[config.mk]
export PLATFORM = sky130hd
export DESIGN_NAME = uart_rx_fifo
export DESIGN_NICKNAME = d
export VERILOG_FILES = /design/src/rtl/uart_rx_fifo.sv
export SDC_FILE = /design/constraint.sdc
export NUM_CORES = 1
export LEC_CHECK = 0
export CELL_PAD_IN_SITES_DETAIL_PLACEMENT = 0
export CELL_PAD_IN_SITES_GLOBAL_PLACEMENT = 1
export CORE_ASPECT_RATIO = 2
export CORE_UTILIZATION = 51
export DETAILED_ROUTE_END_ITERATION = 6
export HOLD_SLACK_MARGIN = 0.05
export PLACE_DENSITY_LB_ADDON = 0.1
export SLEW_MARGIN = 5
export SYNTH_ARGS = -nofsm -noshare
export SYNTH_HDL_FRONTEND = slang
export SYNTH_SLANG_ARGS = --single-unit
[constraint.sdc]
create_clock -name clk -period 3.16 [get_ports clk]
set_input_delay 0.632 -clock clk [delete_from_list [all_inputs] [get_ports clk]]
set_output_delay 0.632 -clock clk [all_outputs]
set_load 0.1 [all_outputs]
[src/rtl/uart_rx_fifo.sv]
// Receive-side byte buffer for the Uart8 receiver: edge-detected capture into a
// show-ahead FIFO with a valid/ready read port, sticky error flags and a saturating error count.
module uart_rx_fifo #(
  parameter int DEPTH         = 16,
  parameter int ADDR_WIDTH    = 4,
  parameter int ERR_CNT_WIDTH = 8
) (
  input  logic                     clk,
  input  logic                     reset,
  input  logic [7:0]               rxByte,
  input  logic                     rxDone,
  input  logic                     rxErr,
  output logic                     rdValid,
  input  logic                     rdReady,
  output logic [7:0]               rdData,
  output logic [ADDR_WIDTH:0]      count,
  output logic                     full,
  output logic                     overflow,
  output logic                     frameErr,
  output logic [ERR_CNT_WIDTH-1:0] errCount,
  input  logic                     clearErr
);

  logic                     rx_done_q, rx_err_q;
  logic [ADDR_WIDTH-1:0]    wr_ptr_q, wr_ptr_d;
  logic [ADDR_WIDTH-1:0]    rd_ptr_q, rd_ptr_d;
  logic [ADDR_WIDTH:0]      count_q, count_d;
  logic                     ovf_q, ovf_d;
  logic                     ferr_q, ferr_d;
  logic [ERR_CNT_WIDTH-1:0] err_cnt_q, err_cnt_d;
  logic [7:0]               mem_q [DEPTH];

  logic                     cap_ev, err_ev, push_req, push, pop, ovf_ev;
  logic [1:0]               err_inc;
  logic [ERR_CNT_WIDTH-1:0] err_base;
  logic [ERR_CNT_WIDTH+1:0] err_sum;

  // Edge registers reset low so a done/err already high at reset release counts as an edge.
  assign cap_ev   = rxDone & ~rx_done_q;
  assign err_ev   = rxErr & ~rx_err_q;
  assign push_req = cap_ev & ~err_ev;

  assign rdValid  = (count_q != '0);
  assign full     = (count_q == (ADDR_WIDTH+1)'(DEPTH));
  assign pop      = rdValid & rdReady;
  assign push     = push_req & (~full | pop);
  assign ovf_ev   = push_req & full & ~pop;

  assign rdData   = rdValid ? mem_q[rd_ptr_q] : '0;
  assign count    = count_q;
  assign overflow = ovf_q;
  assign frameErr = ferr_q;
  assign errCount = err_cnt_q;

  always_comb begin
    wr_ptr_d = wr_ptr_q;
    rd_ptr_d = rd_ptr_q;
    count_d  = count_q;
    if (push) wr_ptr_d = wr_ptr_q + ADDR_WIDTH'(1);
    if (pop)  rd_ptr_d = rd_ptr_q + ADDR_WIDTH'(1);
    unique case ({push, pop})
      2'b10:   count_d = count_q + (ADDR_WIDTH+1)'(1);
      2'b01:   count_d = count_q - (ADDR_WIDTH+1)'(1);
      default: count_d = count_q;
    endcase
  end

  // Clear applies first, then this cycle's events are added on top so they are never lost.
  always_comb begin
    err_inc  = {1'b0, err_ev} + {1'b0, ovf_ev};
    err_base = clearErr ? '0 : err_cnt_q;
    err_sum  = {2'b00, err_base} + (ERR_CNT_WIDTH+2)'(err_inc);
    if (err_sum[ERR_CNT_WIDTH+1:ERR_CNT_WIDTH] != 2'b00) err_cnt_d = '1;
    else                                                 err_cnt_d = err_sum[ERR_CNT_WIDTH-1:0];
    ovf_d  = (ovf_q  & ~clearErr) | ovf_ev;
    ferr_d = (ferr_q & ~clearErr) | err_ev;
  end

  always_ff @(posedge clk or posedge reset) begin
    if (reset) begin
      rx_done_q <= 1'b0;
      rx_err_q  <= 1'b0;
      wr_ptr_q  <= '0;
      rd_ptr_q  <= '0;
      count_q   <= '0;
      ovf_q     <= 1'b0;
      ferr_q    <= 1'b0;
      err_cnt_q <= '0;
    end else begin
      rx_done_q <= rxDone;
      rx_err_q  <= rxErr;
      wr_ptr_q  <= wr_ptr_d;
      rd_ptr_q  <= rd_ptr_d;
      count_q   <= count_d;
      ovf_q     <= ovf_d;
      ferr_q    <= ferr_d;
      err_cnt_q <= err_cnt_d;
    end
  end

  always_ff @(posedge clk) begin
    if (push) mem_q[wr_ptr_q] <= rxByte;
  end

endmodule

[Yosys cells after proc, flatten, opt, wreduce, memory -nomap -nowiden]
Memories as Yosys holds them, arrays and structs flattened.
Cells that the tools add are included.
Storage, ports and cells
  bits in registers: 25
  latch bits: 0
  memory bits (writable): 128
  bits in read-only memories: 0
  bits of input ports: 14
  word-level logic and storage cells: 45
  memories kept: 1
Memory list
  mem_q: words 16, bits a word 8, read ports 1, clocked after memory_dff 0, wr ports 1, line 31  | logic [7:0] mem_q [DEPTH];
Cells by class
  add/sub/neg operators: 6
  multipliers: 0
  div/mod/pow operators: 0
  order comparisons: 0
  eq/ne operators: 3
  shifts and indexed selects: 0
  multiplexer cells: 6
  bitwise gates (word level): 18
  reductions and logical operators: 3
Operator list (number)
  8-bit 2-to-1 mux: 3
  5-bit case mux with 2 select lines: 1
  8-bit by 2-bit adder with 9-bit output: 1
  1-bit AND: 9
  4-bit by 1-bit adder with 4-bit output, second input constant: 2
  1-bit inverter: 6
  5-bit by 1-bit adder with 5-bit output, second input constant: 1
  5-bit equality test, second input constant: 1
  5-bit nonzero test: 1
  5-bit by 1-bit subtractor with 5-bit output, second input constant: 1
  2-bit nonzero test: 2
  1-bit bitwise OR: 3
  1-bit by 1-bit adder with 2-bit output: 1
  2-bit by 1-bit equality test with 1-bit output, second input constant: 1
  2-bit equality test, second input constant: 1
  1-bit 2-to-1 mux: 2

[Longest topological paths before layout]
  depth in word-level cells: 10
  gate-level depth with buffers: 12
  gate-level depth less buffers: 10

[Least setup slack after synthesis]
No wires, ideal clock.
  kind: reg-to-output
  start point: reg count_q[1] (netlist: count[1])
  end point: out rdData[6]
  arrival: 3.581 ns
  required time: 2.528 ns
  setup slack: -1.053 ns
  cell stages (with the launch flop): 7
  buffers on the path: 2
  cells stage by stage: dfrtp_1 > buf_6 > nor4_4 > nand2b_1 > buf_2 > nand2_1 > o22ai_1
On the way
  cells in the longest elaborated chain, start to end: 2
RTL lines
  from (decl): line 27  | logic [ADDR_WIDTH:0] count_q, count_d;
  from (signal assigned): line 94  | count_q <= count_d;
  5-bit nonzero test: line 43  | assign rdValid = (count_q != '0);
  net rdValid: line 13  | output logic rdValid,
  8-bit 2-to-1 mux: line 49  | assign rdData = rdValid ? mem_q[rd_ptr_q] : '0;
  to (decl): line 15  | output logic [7:0] rdData,
The timed path passes the listed nets, and every way through them passes these cells.

[Worst setup path in the final report]
  start point: in rxDone
  end point: reg count_q[4] (netlist: count[4])
On the way
  cells in the longest elaborated chain, start to end: 5
  elaborated cells between the ends (all ways): 7
RTL lines
  from (decl): line 11  | input logic rxDone,
  1-bit AND (*): line 39  | assign cap_ev = rxDone & ~rx_done_q;
  1-bit AND (*): line 41  | assign push_req = cap_ev & ~err_ev;
  1-bit AND (*): line 46  | assign push = push_req & (~full | pop);
  2-bit by 1-bit equality test with 1-bit output / 2-bit equality test (equally long branches): line 61  | unique case ({push, pop})
  5-bit case mux with 2 select lines / 2-bit nonzero test (equally long branches)
Mark *: on every way between the ends. The rest lies on a longest branch, timed or not.
A chain may end at the register's enable or synchronous reset.

==> out/results.ini <==
[worst_setup_path]
worstSetupPathType = primary input to register
worst_setup_path_start_kind = primary input
cp_data_arrival_time_ns = 3.24
cp_max_fo = 6
rrSetupSlack_ns = 0.30
r2r_start = count[3]
r2r.worst_path.cells = 10
required_ns = 3.45
cp-endpoint = count[4]
crit_path_end_kind = register
worstReg2RegEnd = count[4]
startpoint = rxDone

[grt]
grt_pass1_wl_mm = 19.6
overflow = 0
grt_usage = 0.218
grt_pass1_vias = 3663
grt_max_degree = 36
antenna_found_initial = 0

[finish]
fin_cells = 599
multiInputGateArea_sq_um = 1890
drive_gt1_frac = 0.330
syn_to_final_growth_pct = 23.4
final_cell_area_sq_um = 7860
fin_util = 0.648
fillers = 886
seq_area_sq_um = 4480
nets = 462
antenna_cells = 0

[floorplanning]
die_area_sq_um = 13000
dieHeight_um = 160
num_io_pins = 39
initial_core_util = 0.525
rows = 57
core_sq_um = 12100
die_x_um = 81.0

[place]
port_buffers = 38
place_hpwl_mm = 8.81
placedInstanceArea_sq_um = 7290
place_inst = 567
globalplace.congestion = 0.831

[pwr]
power.net_switching_uw = 3170
combPwrFrac = 0.448
p_sw_frac = 0.394
p_per_area_nw_per_um2 = 1020
p_leak_uw = 0.00285
p_total_uw = 8040
intPower_uw = 4870
ir_worst_vdd_uv = 905
pwr-share-seq = 0.312
pwr-share-clk = 0.241

[routing]
wl_per_cell_um = 21.2
post_drt_via_cell_ratio = 5.78
drc = 0
num_vias = 3460
drtPass1Iterations = 4
wirelength_mm = 12.7
drt_iter0_markers = 165
ant_nets = 0

[synth]
synth_edf_count = 128
synth_area_sq_um = 6370
yosysSeqAreaShare = 0.702
synth_flop_cell = edfxtp_1
ys_types = 42
synth-seq-cells = 153
synthesis.nets = 386
syn_avg_cell_area_sq_um = 17.5
synthArstFlopShare = 0.163
synthCells = 363
ys.warnings.count = 0

[run]
drv_cap = 0

[clock_tree]
clockBufferDepth = 2
clk_pin_slew_worst_paths_ns = 0.06
post_cts_buffers = 0
cts_hold_buf = 0
numCtsBuffers = 17
htree_levels = 4
clk_latency_ns = 0.42
cts_tree = done
cts.sinks = 153
cts_root_buf = clkbuf_16

[sta]
final_hold_viol_count = 0
slew_viol_final = 0
finalCritPeriodShare = 0.933
relSlewSlack = 0.612
fmax_ghz = 0.339
finClkSkew_ns = 0.00891
hold_ws_ns = 0.520
rsz0062_at_grt = no
setup_violations = 0
fin_crit_ns = 2.95
worst_slew_pin_slew_ns = 0.582

[worst_hold_path]
hp-class = register to register

[run_status]
status = complete, no violations

## cells by family (layout without fill, tap and decap cells)
| kind of cell | after synthesis | in the layout | synth area share |
|---|---|---|---|
| xor gates and xnor gates | 12 | 12 | 0.0165 |
| adders and majority gates | 9 | 9 | 0.0189 |
| buffers and inverters | 27 | 116 | 0.0196 |
| and+or+nand+nor | 77 | 77 | 0.0640 |
| AOI/OAI and AO/OA | 33 | 33 | 0.0342 |
| muxes | 52 | 52 | 0.145 |
| DFF | 153 | 153 | 0.702 |
## layout make-up
class | instances | share of cell area
inverters | 9 | 0.00430
flip-flops and latches | 153 | 0.570
multi-input cells | 183 | 0.240
clock buffers | 18 | 0.0546
clock inverters | 14 | 0.0174
well taps | 147 | 0.0234
repair buffers | 75 | 0.0901
## metrics by stage
step / setup WS [ns] / setup TNS (ns)
floorplan: 0.0391 / 0
global placement: -0.272 / -1.92
detailed placement: -0.361 / -2.46
CTS: 0.0795 / 0
global route: 0.0487 / 0
finish: 0.212 / 0
## registers in the layout (all words and copies together), names as in the netlist
name / cells
count: 5
overflow: 1
frameErr: 1
rd_ptr_q: 4
wr_ptr_q: 4
errCount: 8
mem_q: 128
rx_err_q: 1
rx_done_q: 1
## power groups by stage
stage | clock (uW) | combinational [uW] | sequential, uW
5_1_grt | 2050 | 3770 | 2520
6_report | 1930 | 3600 | 2510
3_3_place_gp | 0 | 3610 | 2540
2_1_floorplan | 0 | 2410 | 2760
4_1_cts | 1970 | 3640 | 2510
3_5_place_dp | 0 | 3630 | 2550
## layout by cell type (no fill, tap or decap), drive strengths merged, types with 9 or more instances in the layout
cell | synthesis | layout
inv | 9 | 17
mux2i | 17 | 17
dfrtp | 25 | 25
o21ai | 9 | 9
buf | 12 | 62
edfxtp | 128 | 128
clkbuf | 6 | 18
nor2 | 18 | 18
nand2 | 20 | 20
nand3 | 11 | 11
xnor2 | 10 | 10
mux4 | 32 | 32
clkdlybuf4s50 | 0 | 13
## worst max-delay path, stage by stage
cell and delay (ns):
clkdlybuf4s50_1 0.47, nor2b_2 0.30, a21bo_2 0.23, nor2b_4 0.04
mux2_2 0.25, ha_1 0.19, or3_1 0.30, a221oi_1 0.28
mux2_2 0.38, nand2_1 0.07, o211ai_1 0.08
## Yosys cell counts (all sizes together) (8+ instances only)
cell,n,area share
buf,12,0.011
ha,8,0.016
nand2,20,0.013
inv,9,0.0053
edfxtp,128,0.60
xnor2,10,0.014
nor2,18,0.011
mux2i,17,0.027
o21ai,9,0.0071
mux4,32,0.11
o22ai,8,0.0079
nand3,11,0.0086
dfrtp,25,0.098
## timing repair
| item | CTS | global route |
|---|---|---|
| endpoints found under the hold margin | 0 | 0 |
| setup endpoints to repair | 0 | 7 |
| gates resized for setup | 0 | 1 |
## layer usage
layer	GRT usage	routed length, um	vias up
li1	-	-	1573
met1	0.226	4620	1780
met2	0.408	7490	89
met3	0.0486	374	18
met4	0.0836	247	0
met5	0	0	-
## worst min-delay path by stage
stage	startpoint	slack, ns	to	cells after the start
2_1_floorplan	rd_ptr_q[2]	0.48	rd_ptr_q[2]	1
3_3_place_gp	frameErr	0.51	frameErr	2
3_5_place_dp	frameErr	0.52	frameErr	2
4_1_cts	frameErr	0.53	frameErr	2
5_1_grt	rd_ptr_q[2]	0.54	rd_ptr_q[2]	1
6_report	frameErr	0.52	frameErr	2
(Power assumes the default switching activity.)
==> RTL edit, RTL diff (same flow settings) <==
Register the output `frameErr` once more, with the module's reset; this adds one clock of latency there. The other outputs are not delayed to match.
--- a/src/rtl/uart_rx_fifo.sv
+++ b/src/rtl/uart_rx_fifo.sv
@@ -49,7 +49,13 @@
   assign rdData   = rdValid ? mem_q[rd_ptr_q] : '0;
   assign count    = count_q;
   assign overflow = ovf_q;
-  assign frameErr = ferr_q;
+  always_ff @(posedge clk or posedge reset) begin
+    if (reset) begin
+      frameErr <= '0;
+    end else begin
+      frameErr <= ferr_q;
+    end
+  end
   assign errCount = err_cnt_q;
 
   always_comb begin
Check against the original RTL: not equivalent (a bounded check fails within 4 cycles, from zero or initial values and one cycle with reset high).
==> RTL edit against the unedited design <==
Non-clock buffer count grew 1. Register-to-register slack got worse by 0.04 ns. Sequential cell count is 1 higher. Largest cell class unchanged. Setup slack lost 0.037 ns. Design area increased by 1.0%. First-iteration DRC count rose by 14%. Global-route usage down 0.088 points. Wire length shrank 0.44%. Critical path type is now flip-flop to primary output. Sequential power is essentially flat. Area after synthesis increased by 0.39%. Synthesized cell count grew 0.28%. Total power rose by 1.3%. Critical path depth is 4 lower.
==> RTL edit: results (changes against the unedited design) <==
Final layout
  – Nets: 464 (+0.43%)
  – Non-Filler Instances: 601 (+0.33%)
  – FILL cells: 880 (-0.68%)
  – Share of layout cells above drive strength 1: 33.0% (+0.075 points)

Timing
  – Clock Skews: 0.0164 ns (+0.00749 ns)
  – Tightest Pin Transition: 0.621 ns (+0.0393 ns)

Power and ir drop
  – Peak VDD IR: 895 uV (-1.1%)

Place
  – GP Congestion: 0.814 (-2.0%)
  – Dpl cells: 569 (+0.35%)
  – Placed Instance Area: 0.00732 mm2 (+0.45%)
  – DP HPWL: 8.61 mm (-2.3%)

Critical path
  – Crit path DAT: 2.35 ns (-0.89 ns)
  – Crit-path slowest cell: nor4_4
  – Setup slack, reg-to-reg: 0.26 ns (-0.04 ns)
  – Crit Path Max Fanout: 8 (+2)
  – CP endpoint: rdData[7]

Synth
  – Register area share after synthesis: 70.3% (+0.12 points)
  – Synth Instances: 364 (+0.28%)
  – Mux cell area share after synthesis: 14.5% (-0.057 points)
  – Post-synth top cells: 128 x edfxtp_1, 32 x mux4_2, 26 x dfrtp_1
  – Mapped Nets: 387 (+0.26%)
  – #FFs+latches synth: 154 (+0.65%)
  – Asr flop ratio synth: 16.9% (+0.54 points)
  – Top post-synthesis cells by area: edfxtp_1 60%, mux4_2 11%, dfrtp_1 10%, mux2i_1 2.7%, ha_1 1.6%

CTS
  – H-tree levels: 4 (unchanged)

Status
  – Status: finished clean

Global routing
  – First-pass GRT wire length: 19.8 mm (+0.88%)
  – Number of global-route vias before repair: 3678 (+0.41%)
  – GRT Util Overall: 21.8% (-0.088 points)

Route
  – Via count: 3440 (-0.58%)
  – First-iteration detailed-routing DRC count: 188 (+14%)
  – DRT Wirelength: 12.7 mm (-0.44%)
==> RTL edit: worst min path at each step <==
| stage | endpoint | depth (start not counted) | startpoint | slack (ns) |
|---|---|---|---|---|
| after global placement | frameErr | 0 | ferr_q | 0.36 |
| after global routing | frameErr | 0 | ferr_q | 0.40 |
| after floorplan | frameErr | 0 | ferr_q | 0.35 |
| after detailed placement | frameErr | 0 | ferr_q | 0.37 |
| final | frameErr | 0 | ferr_q | 0.38 |
| after CTS | frameErr | 0 | ferr_q | 0.38 |
==> RTL edit: power breakdown <==
part / leakage, nW / internal (mW) / switching (mW) / total (mW)
Combinational: 1.11 / 1.41 / 2.18 / 3.59
Clock: 0.299 / 1.08 / 0.953 / 2.03
Sequential: 1.47 / 2.37 / 0.156 / 2.52
==> RTL edit: cell families after synthesis <==
logic type                 after synthesis
DFF                                    154
and+or+nand+nor                         77
muxes                                   52
AOI/OAI and AO/OA                       33
buffers and inverters                   27
xor gates and xnor gates                12
adders and majority gates                9
==> RTL edit: worst reg2reg max path: cells and delay by family (launching register included) <==
kind            cells  cell delay, ns
fa+ha+maj           1            0.19
flops               1            0.46
compound gates      2            0.33
simple gates        5            1.16
mux                 2            0.62
==> RTL edit: routing by layer <==
layer | vias to the layer above | GRT usage (%) | routed length [um]
li1 | 1577 | - | -
met1 | 1787 | 22.5 | 4620
met2 | 57 | 41.5 | 7540
met3 | 19 | 4.32 | 266
met4 | 0 | 7.47 | 243
met5 | - | 0 | 0
==> RTL edit: final cells by class <==
class	instances	share of cell area, %
flip-flops and latches	154	56.7
multi-input cells	183	23.8
repair buffers	76	9.02
clock buffers	17	5.36
clock inverters	15	2.38
well taps	147	2.32
inverters	9	0.426
==> RTL edit: stage by stage <==
| step | TNS (ns) | setup slack, ns | utilization [%] |
|---|---|---|---|
| floorplan | 0 | 0.0391 | - |
| detailed placement | -1.48 | -0.241 | 60.0 |
| global route | 0 | 0.0876 | 65.1 |
| CTS | 0 | 0.150 | 65.1 |
| finish | 0 | 0.175 | 65.1 |
| global placement | -0.986 | -0.193 | 60.0 |
